[config.mk]
export PLATFORM = sky130hd
export DESIGN_NAME = clock_time_ctrl
export DESIGN_NICKNAME = d
export VERILOG_FILES = /design/src/rtl/clock_time_ctrl.sv
export SDC_FILE = /design/constraint.sdc
export NUM_CORES = 1
export LEC_CHECK = 0
export ABC_AREA = 1
export CORE_AREA = 5 5 54 60
export CTS_CLUSTER_SIZE = 12
export DETAILED_ROUTE_END_ITERATION = 8
export DIE_AREA = 0 0 59 65
export PLACE_DENSITY = 0.72
export SLEW_MARGIN = 20
export SYNTH_ARGS = -nofsm -noshare
export SYNTH_HDL_FRONTEND = slang
export SYNTH_SLANG_ARGS = --single-unit
[constraint.sdc]
create_clock -name CP -period 1.7 [get_ports CP]
set_clock_uncertainty 0.15 [all_clocks]
set_input_delay 0.255 -clock CP [delete_from_list [all_inputs] [get_ports CP]]
set_output_delay 0.255 -clock CP [all_outputs]
set_load 0.01 [all_outputs]
[src/rtl/clock_time_ctrl.sv]
// Sequencer for the digital clock's BCD counter chain: per-counter enables, carry
// chaining, time-set mode with auto-timeout, field-blink masks and an hourly chime.
module clock_time_ctrl #(
    parameter int unsigned TIMEOUT     = 30,
    parameter int unsigned CHIME_TICKS = 3
) (
    input  logic       CP,
    input  logic       nCR,
    input  logic       tick,
    input  logic       key_mode,
    input  logic       key_inc,
    input  logic [3:0] sec_hi,
    input  logic [3:0] sec_lo,
    input  logic [3:0] min_hi,
    input  logic [3:0] min_lo,
    output logic       en_sec_lo,
    output logic       en_sec_hi,
    output logic       en_min_lo,
    output logic       en_min_hi,
    output logic       en_hr,
    output logic       clr_sec,
    output logic [1:0] mode,
    output logic       blank_hr,
    output logic       blank_min,
    output logic       blank_sec,
    output logic       chime
);

    localparam logic [1:0] RUN     = 2'd0;
    localparam logic [1:0] SET_HR  = 2'd1;
    localparam logic [1:0] SET_MIN = 2'd2;
    localparam logic [1:0] SET_SEC = 2'd3;

    localparam logic [5:0] TO_LIM  = 6'(TIMEOUT);
    localparam logic [3:0] CH_LOAD = 4'(CHIME_TICKS);

    logic [1:0] state;
    logic [1:0] state_nx;
    logic       phase;
    logic [5:0] to_cnt;
    logic [3:0] ch_cnt;

    logic       s59;
    logic       m59;
    logic       inc;
    logic       any_key;
    logic       timeout_hit;
    logic       run_hr;
    logic [5:0] en_raw;

    always_comb begin
        s59     = (sec_hi == 4'd5) && (sec_lo == 4'd9);
        m59     = (min_hi == 4'd5) && (min_lo == 4'd9);
        inc     = key_inc & ~key_mode;
        any_key = key_mode | key_inc;
        run_hr  = (state == RUN) && tick && s59 && m59;

        // The tick that would bring the count to TIMEOUT returns to RUN on that same edge.
        timeout_hit = (state != RUN) && tick && (to_cnt >= (TO_LIM - 6'd1));

        state_nx = state;
        if (key_mode) begin
            state_nx = state + 2'd1;
        end else if (timeout_hit) begin
            state_nx = RUN;
        end
    end

    // en_raw order: {en_sec_lo, en_sec_hi, en_min_lo, en_min_hi, en_hr, clr_sec}
    always_comb begin
        en_raw = '0;
        case (state)
            RUN: begin
                en_raw[5] = tick;
                en_raw[4] = tick && (sec_lo == 4'd9);
                en_raw[3] = tick && s59;
                en_raw[2] = tick && s59 && (min_lo == 4'd9);
                en_raw[1] = run_hr;
            end
            SET_HR: begin
                en_raw[1] = inc;
            end
            SET_MIN: begin
                en_raw[3] = inc;
                en_raw[2] = inc && (min_lo == 4'd9);
            end
            default: begin
                en_raw[0] = inc;
            end
        endcase
    end

    // Enables are combinational from inputs, so they must be masked during reset.
    always_comb begin
        {en_sec_lo, en_sec_hi, en_min_lo, en_min_hi, en_hr, clr_sec} = en_raw & {6{nCR}};
        mode      = state;
        blank_hr  = (state == SET_HR)  && phase;
        blank_min = (state == SET_MIN) && phase;
        blank_sec = (state == SET_SEC) && phase;
        chime     = (ch_cnt != 4'd0);
    end

    always_ff @(posedge CP or negedge nCR) begin
        if (!nCR) begin
            state  <= RUN;
            phase  <= 1'b0;
            to_cnt <= '0;
            ch_cnt <= '0;
        end else begin
            state <= state_nx;

            if (any_key || (state_nx == RUN)) begin
                to_cnt <= '0;
            end else if (tick && (to_cnt != TO_LIM)) begin
                to_cnt <= to_cnt + 6'd1;
            end

            if (any_key) begin
                phase <= 1'b0;
            end else if (tick) begin
                phase <= ~phase;
            end

            if ((state == RUN) && (state_nx != RUN)) begin
                ch_cnt <= '0;
            end else if (run_hr) begin
                ch_cnt <= CH_LOAD;
            end else if (tick && (ch_cnt != 4'd0)) begin
                ch_cnt <= ch_cnt - 4'd1;
            end
        end
    end

endmodule

==> impl_metrics.env <==
export IMPL_r2r_cells=10
export IMPL_gr_usage_all_layers_pct=15.97
export IMPL_seqPwrFrac_pct=26.7
export IMPL_syn_nets=166
export IMPL_worst_setup_path_start_kind="flop"
export IMPL_crit_arrival_ns=1.52
export IMPL_row_count=20
export IMPL_postSynthAreaPerCell_um2=7.167
export IMPL_rr_startpoint="mode[1]$_DFF_PN0_"
export IMPL_tns_ns=-0.7962
export IMPL_syn_instance_count=136
export IMPL_worst_slew_pin_slew_ns=0.2578
export IMPL_synthSimpleGateAreaFrac_pct=28.75
export IMPL_switching_share_pct=39.97
export IMPL_drt_iter0_markers=20
export IMPL_required_ns=1.29
export IMPL_synth_edf_count=0
export IMPL_die_w_um=59
export IMPL_hold_ws_ns=0.2307
export IMPL_async_reset_ff_share_pct=100.0
export IMPL_fin_nets=235
export IMPL_total_power_mw=1.502
export IMPL_clk_pin_slew_worst_paths_ns=0.08
export IMPL_port_buffers=32
export IMPL_p_leak_nw=0.8932
export IMPL_htreeDepth=1
export IMPL_netlist_top_cells_area="dfrtp_1, ha_1, inv_1"
export IMPL_synthXorXnorAreaFrac_pct=7.189
export IMPL_drc=0
export IMPL_via_per_inst=4.738
export IMPL_hpwl_um=2182
export IMPL_dieArea_mm2=0.003835
export IMPL_seq_area_frac_synth_pct=33.38
export IMPL_path_class="reg2out"
export IMPL_yosysTopAreaCellShare_pct=33.38
export IMPL_synthFlopType="dfrtp_1"
export IMPL_antenna_cells=0
export IMPL_cap_violations=0
export IMPL_cts_tree="yes"
export IMPL_fillers=216
export IMPL_synth_mux_area_share_pct=0
export IMPL_drv_slew=0
export IMPL_die_height_um=65
export IMPL_ys_ff_latch=13
export IMPL_initial_core_util_pct=36.75
export IMPL_synth_top_family_by_area="simple AND/OR/NAND/NOR gates"
export IMPL_core_mm2=0.002653
export IMPL_synth_compound_area_share_pct=7.574
export IMPL_drt_first_pass_iters=4
export IMPL_grt_pass1_vias=1130
export IMPL_wirelength_um=3234
export IMPL_max_freq_mhz=518.2
export IMPL_ys_warnings_count=0
export IMPL_clockBufferDepth=2
export IMPL_r2r_end="ch_cnt[0]$_DFFE_PN0P_"
export IMPL_p_per_area_mw_per_mm2=853.9
export IMPL_setup_violations=8
export IMPL_drive_above_1_share_pct=43.14
export IMPL_failed_checks="negative setup slack"
export IMPL_syn_to_final_growth_pct=80.49
export IMPL_p_sw_mw=0.6004
export IMPL_internal_power_mw=0.9018
export IMPL_gp_congestion=0.8587
export IMPL_drtAntennaViolNets=0
export IMPL_grt_pass1_wl_um=4761
export IMPL_fin_ws_ns=-0.2299
export IMPL_antenna_found_initial=0
export IMPL_critPathMaxFanout=4
export IMPL_p_clk_share_pct=12.9
export IMPL_post_route_min_period_ns=1.930
export IMPL_cts_sinks=13
export IMPL_finalCritPeriodShare_pct=113.5
export IMPL_dpl_cell_area_mm2=0.001483
export IMPL_max_vdd_ir_drop_mv=0.7664
export IMPL_yosysTopAreaCell="dfrtp_1"
export IMPL_rsz0062_at_grt="true"
export IMPL_numCtsBuffers=3
export IMPL_synthAdderAreaFrac_pct=11.55
export IMPL_synth_cell_type_count=19
export IMPL_drt_wirelength_per_cell_um=13.65
export IMPL_syn_cell_area_um2=974.7
export IMPL_grt_overflow_total=0
export IMPL_cp_end_kind="primary output"
export IMPL_clk_latency_ns=0.28
export IMPL_status="complete, but fails checks"
export IMPL_ioPinCount=33
export IMPL_root_buffer="clkbuf_4"
export IMPL_design_area_mm2=0.001759
export IMPL_num_vias=1123
export IMPL_hold_path_class="in2async"
export IMPL_cts_hold_buffers_added=0
export IMPL_slew_limit_headroom_pct=82.63
export IMPL_comb_power_share_pct=60.4
export IMPL_grt_start_max_net_pins=14
export IMPL_r2r_slack_ns=-0.02
export IMPL_hold_viol=0
## cell usage in the layout (no fill, tap or decap), types with 7 or more instances in the layout
cell type,synthesis,routed
nand2_1,22,12
buf_4,0,27
clkdlybuf4s50_1,0,11
xor2_1,7,7
inv_2,2,8
dlygate4sd2_1,0,9
dfrtp_1,13,13
nand2_2,3,8
buf_2,0,9
nor2_1,25,19
inv_1,28,22
## state kept, by name, summed over array words and instances, names as in the netlist
name	count
to_cnt	6
mode	2
ch_cnt	4
phase	1
## stage by stage
stage	instances	setup slack [ns]	util, %
3_5_place_dp	220	-0.7337	55.90
5_1_grt	237	-0.3057	66.32
6_report	237	-0.2299	66.32
2_1_floorplan	136	0.004535	-
4_1_cts	231	-0.2688	61.04
3_3_place_gp	220	-0.6735	55.90
## cell families after synthesis
logic type      count (synthesis)
simple gates                   65
xor+xnor                        8
fa+ha+maj                       9
flops                          13
compound gates                 11
buf+inv                        30
## synth_stat cells (2+ instances only)
master / n
ha_1: 9
dfrtp_1: 13
nor3_1: 2
nand4_1: 2
nand2_1: 22
a21oi_1: 6
inv_1: 28
o21ai_0: 3
inv_2: 2
xor2_1: 7
nand3_1: 8
nand2_2: 3
nor2_1: 25
## power groups by stage
stage / Combinational, mW / Clock (mW) / Sequential, mW
2_1_floorplan: 0.355 / 0 / 0.411
3_3_place_gp: 0.642 / 0 / 0.401
3_5_place_dp: 0.672 / 0 / 0.405
4_1_cts: 0.760 / 0.200 / 0.399
5_1_grt: 0.992 / 0.213 / 0.405
6_report: 0.907 / 0.195 / 0.400
## cell type report
class / count / area, µm² / share of cell area, %
well taps: 33 / 41.29 / 2.347
flip-flops and latches: 13 / 325.3 / 18.49
clock buffers: 4 / 26.28 / 1.494
multi-input cells: 93 / 735.7 / 41.82
repair buffers: 64 / 518.0 / 29.45
inverters: 30 / 112.6 / 6.401
## per-layer routing
metal  wire (µm)  track usage [%]  vias up
met1        1221            15.13      530
li1            -                -      554
met3         235            4.183        3
met2        1744            30.80       36
met5           0                0        -
met4          34            7.082        0
## critical path, stage by stage, from the launching register on
cell and delay, ns:
dfrtp_1 0.40, inv_2 0.09, buf_6 0.11, ha_4 0.16, nand2_2 0.07, buf_4 0.13, a21oi_1 0.13, buf_2 0.15
## how the worst max path moves through the flow
stage                       from         to  slack [ns]  cells after the start
2_1_floorplan  mode[0]$_DFF_PN0_      en_hr       0.005                      6
3_3_place_gp           sec_lo[1]      en_hr       -0.67                      9
3_5_place_dp           sec_lo[1]      en_hr       -0.73                      9
4_1_cts        mode[1]$_DFF_PN0_      en_hr       -0.27                      7
5_1_grt        mode[1]$_DFF_PN0_      en_hr       -0.31                      7
6_report       mode[0]$_DFF_PN0_  en_min_lo       -0.23                      7
## timing repair
action                     4_1_cts  5_1_grt
setup endpoints to repair       22       20
gates resized for setup         76       34
buffers inserted                11       11
pin swaps                       13       22
(Power assumes the default switching activity.)
==> RTL change (same settings) <==
Set the parameter `TIMEOUT` to 29 (it was 30).
--- a/src/rtl/clock_time_ctrl.sv
+++ b/src/rtl/clock_time_ctrl.sv
@@ -1,7 +1,7 @@
 // Sequencer for the digital clock's BCD counter chain: per-counter enables, carry
 // chaining, time-set mode with auto-timeout, field-blink masks and an hourly chime.
 module clock_time_ctrl #(
-    parameter int unsigned TIMEOUT     = 30,
+    parameter int unsigned TIMEOUT     = 29,
     parameter int unsigned CHIME_TICKS = 3
 ) (
     input  logic       CP,
Behaviour: same outputs for any inputs over 10 cycles, from zero or initial values; that may be too few to reach the edited logic, so the function may still have changed.
==> RTL change against the unedited design <==
  * The run still ends with setup timing left
  * Setup slack better by 7.0 ps
  * Total power down 10%
  * Wire length fell by 16%
  * Area after synthesis decreased by 2.7%
  * Final area fell by 10%
  * Sequential cell count unchanged
  * Critical path depth is the same
  * Clock power down 4%
  * Critical endpoint unchanged
==> RTL change: results (changes against the unedited design) <==
metric;value;unit;change
synth_nets;161;;-3.0%
routed_via_density;4.74;;+0.10%
n_all_buffers;53;;-17%
n_all_inverters;22;;-27%
cp-startpoint;sec_lo[1];;
ir_drop;0.553;mV;-28%
syn_inst;132;;-2.9%
status;complete, but fails checks;;
multi_input_area_share;0.420;;+0.00197
place_area;1450;um2;-2.2%
seq_area_frac;0.207;;+0.0224
synthTopCellsByArea;dfrtp_1 34%, ha_1 11%, nand2_1 10%;;
grt_pass1_wl;4.31;mm;-9.6%
cp_slowest_cell;clkdlybuf4s50_1;;
dpl.hpwl;2.14;mm;-1.7%
reg2reg_slack;-100;ps;-80 ps
cts_resized;54;;-29%
finalSetupViolCount;9;;+1
timing.rr.end;to_cnt[2]$_DFFE_PN0P_;;
whs;252;ps;+21.6 ps
postCtsSetupBuffers;2;;-9
num_vias;1053;;-6.2%
fillers;244;;+13%
nNetsFinal;219;;-6.8%
layout_setup_ws;-223;ps;+7.00 ps
dpl.cell_count;214;;-2.7%
drive_above_1_share;0.339;;-0.0927
intPower;0.000840;W;-6.9%
place_ws;-717;ps;+16.9 ps
final-nonclk-buf-share;0.277;;-0.0172
path_max_fanout;3;;-1
multi_input_area;662;um2;-10%
nMultiInputCombCells;97;;+4.3%
violations;setup timing;;
fin_tns_setup;-872;ps;-76.2 ps
drt_iter0_markers;6;;-70%
[RTL change: cell types whose count changed after synthesis, sizes merged, moves of 4 or more]
cell	unedited run	this run
inv	30	22
nand4	2	7
nor2	26	21
nand2	25	29
xor2	7	3
[RTL change: cell families after synthesis]
group	count (synthesis)	share of synthesized area
simple gates	70	0.323
compound gates	13	0.0858
xor+xnor	6	0.0554
flops	13	0.343
fa+ha+maj	8	0.106
buf+inv	22	0.0871
[RTL change: per-layer routing]
layer	up-vias	global-route usage	share of wire
met2	24	0.276	0.55
met4	0	0.0170	0.0040
met3	2	0.0398	0.069
li1	533	-	-
met5	-	0	0
met1	494	0.145	0.38
[RTL change: power groups by stage]
stage	clock network, W	logic [W]	registers, W
after floorplan	0	0.000351	0.000419
after global placement	0	0.000654	0.000410
after detailed placement	0	0.000678	0.000414
after CTS	0.000194	0.000713	0.000410
after global routing	0.000212	0.000846	0.000416
final	0.000187	0.000756	0.000409
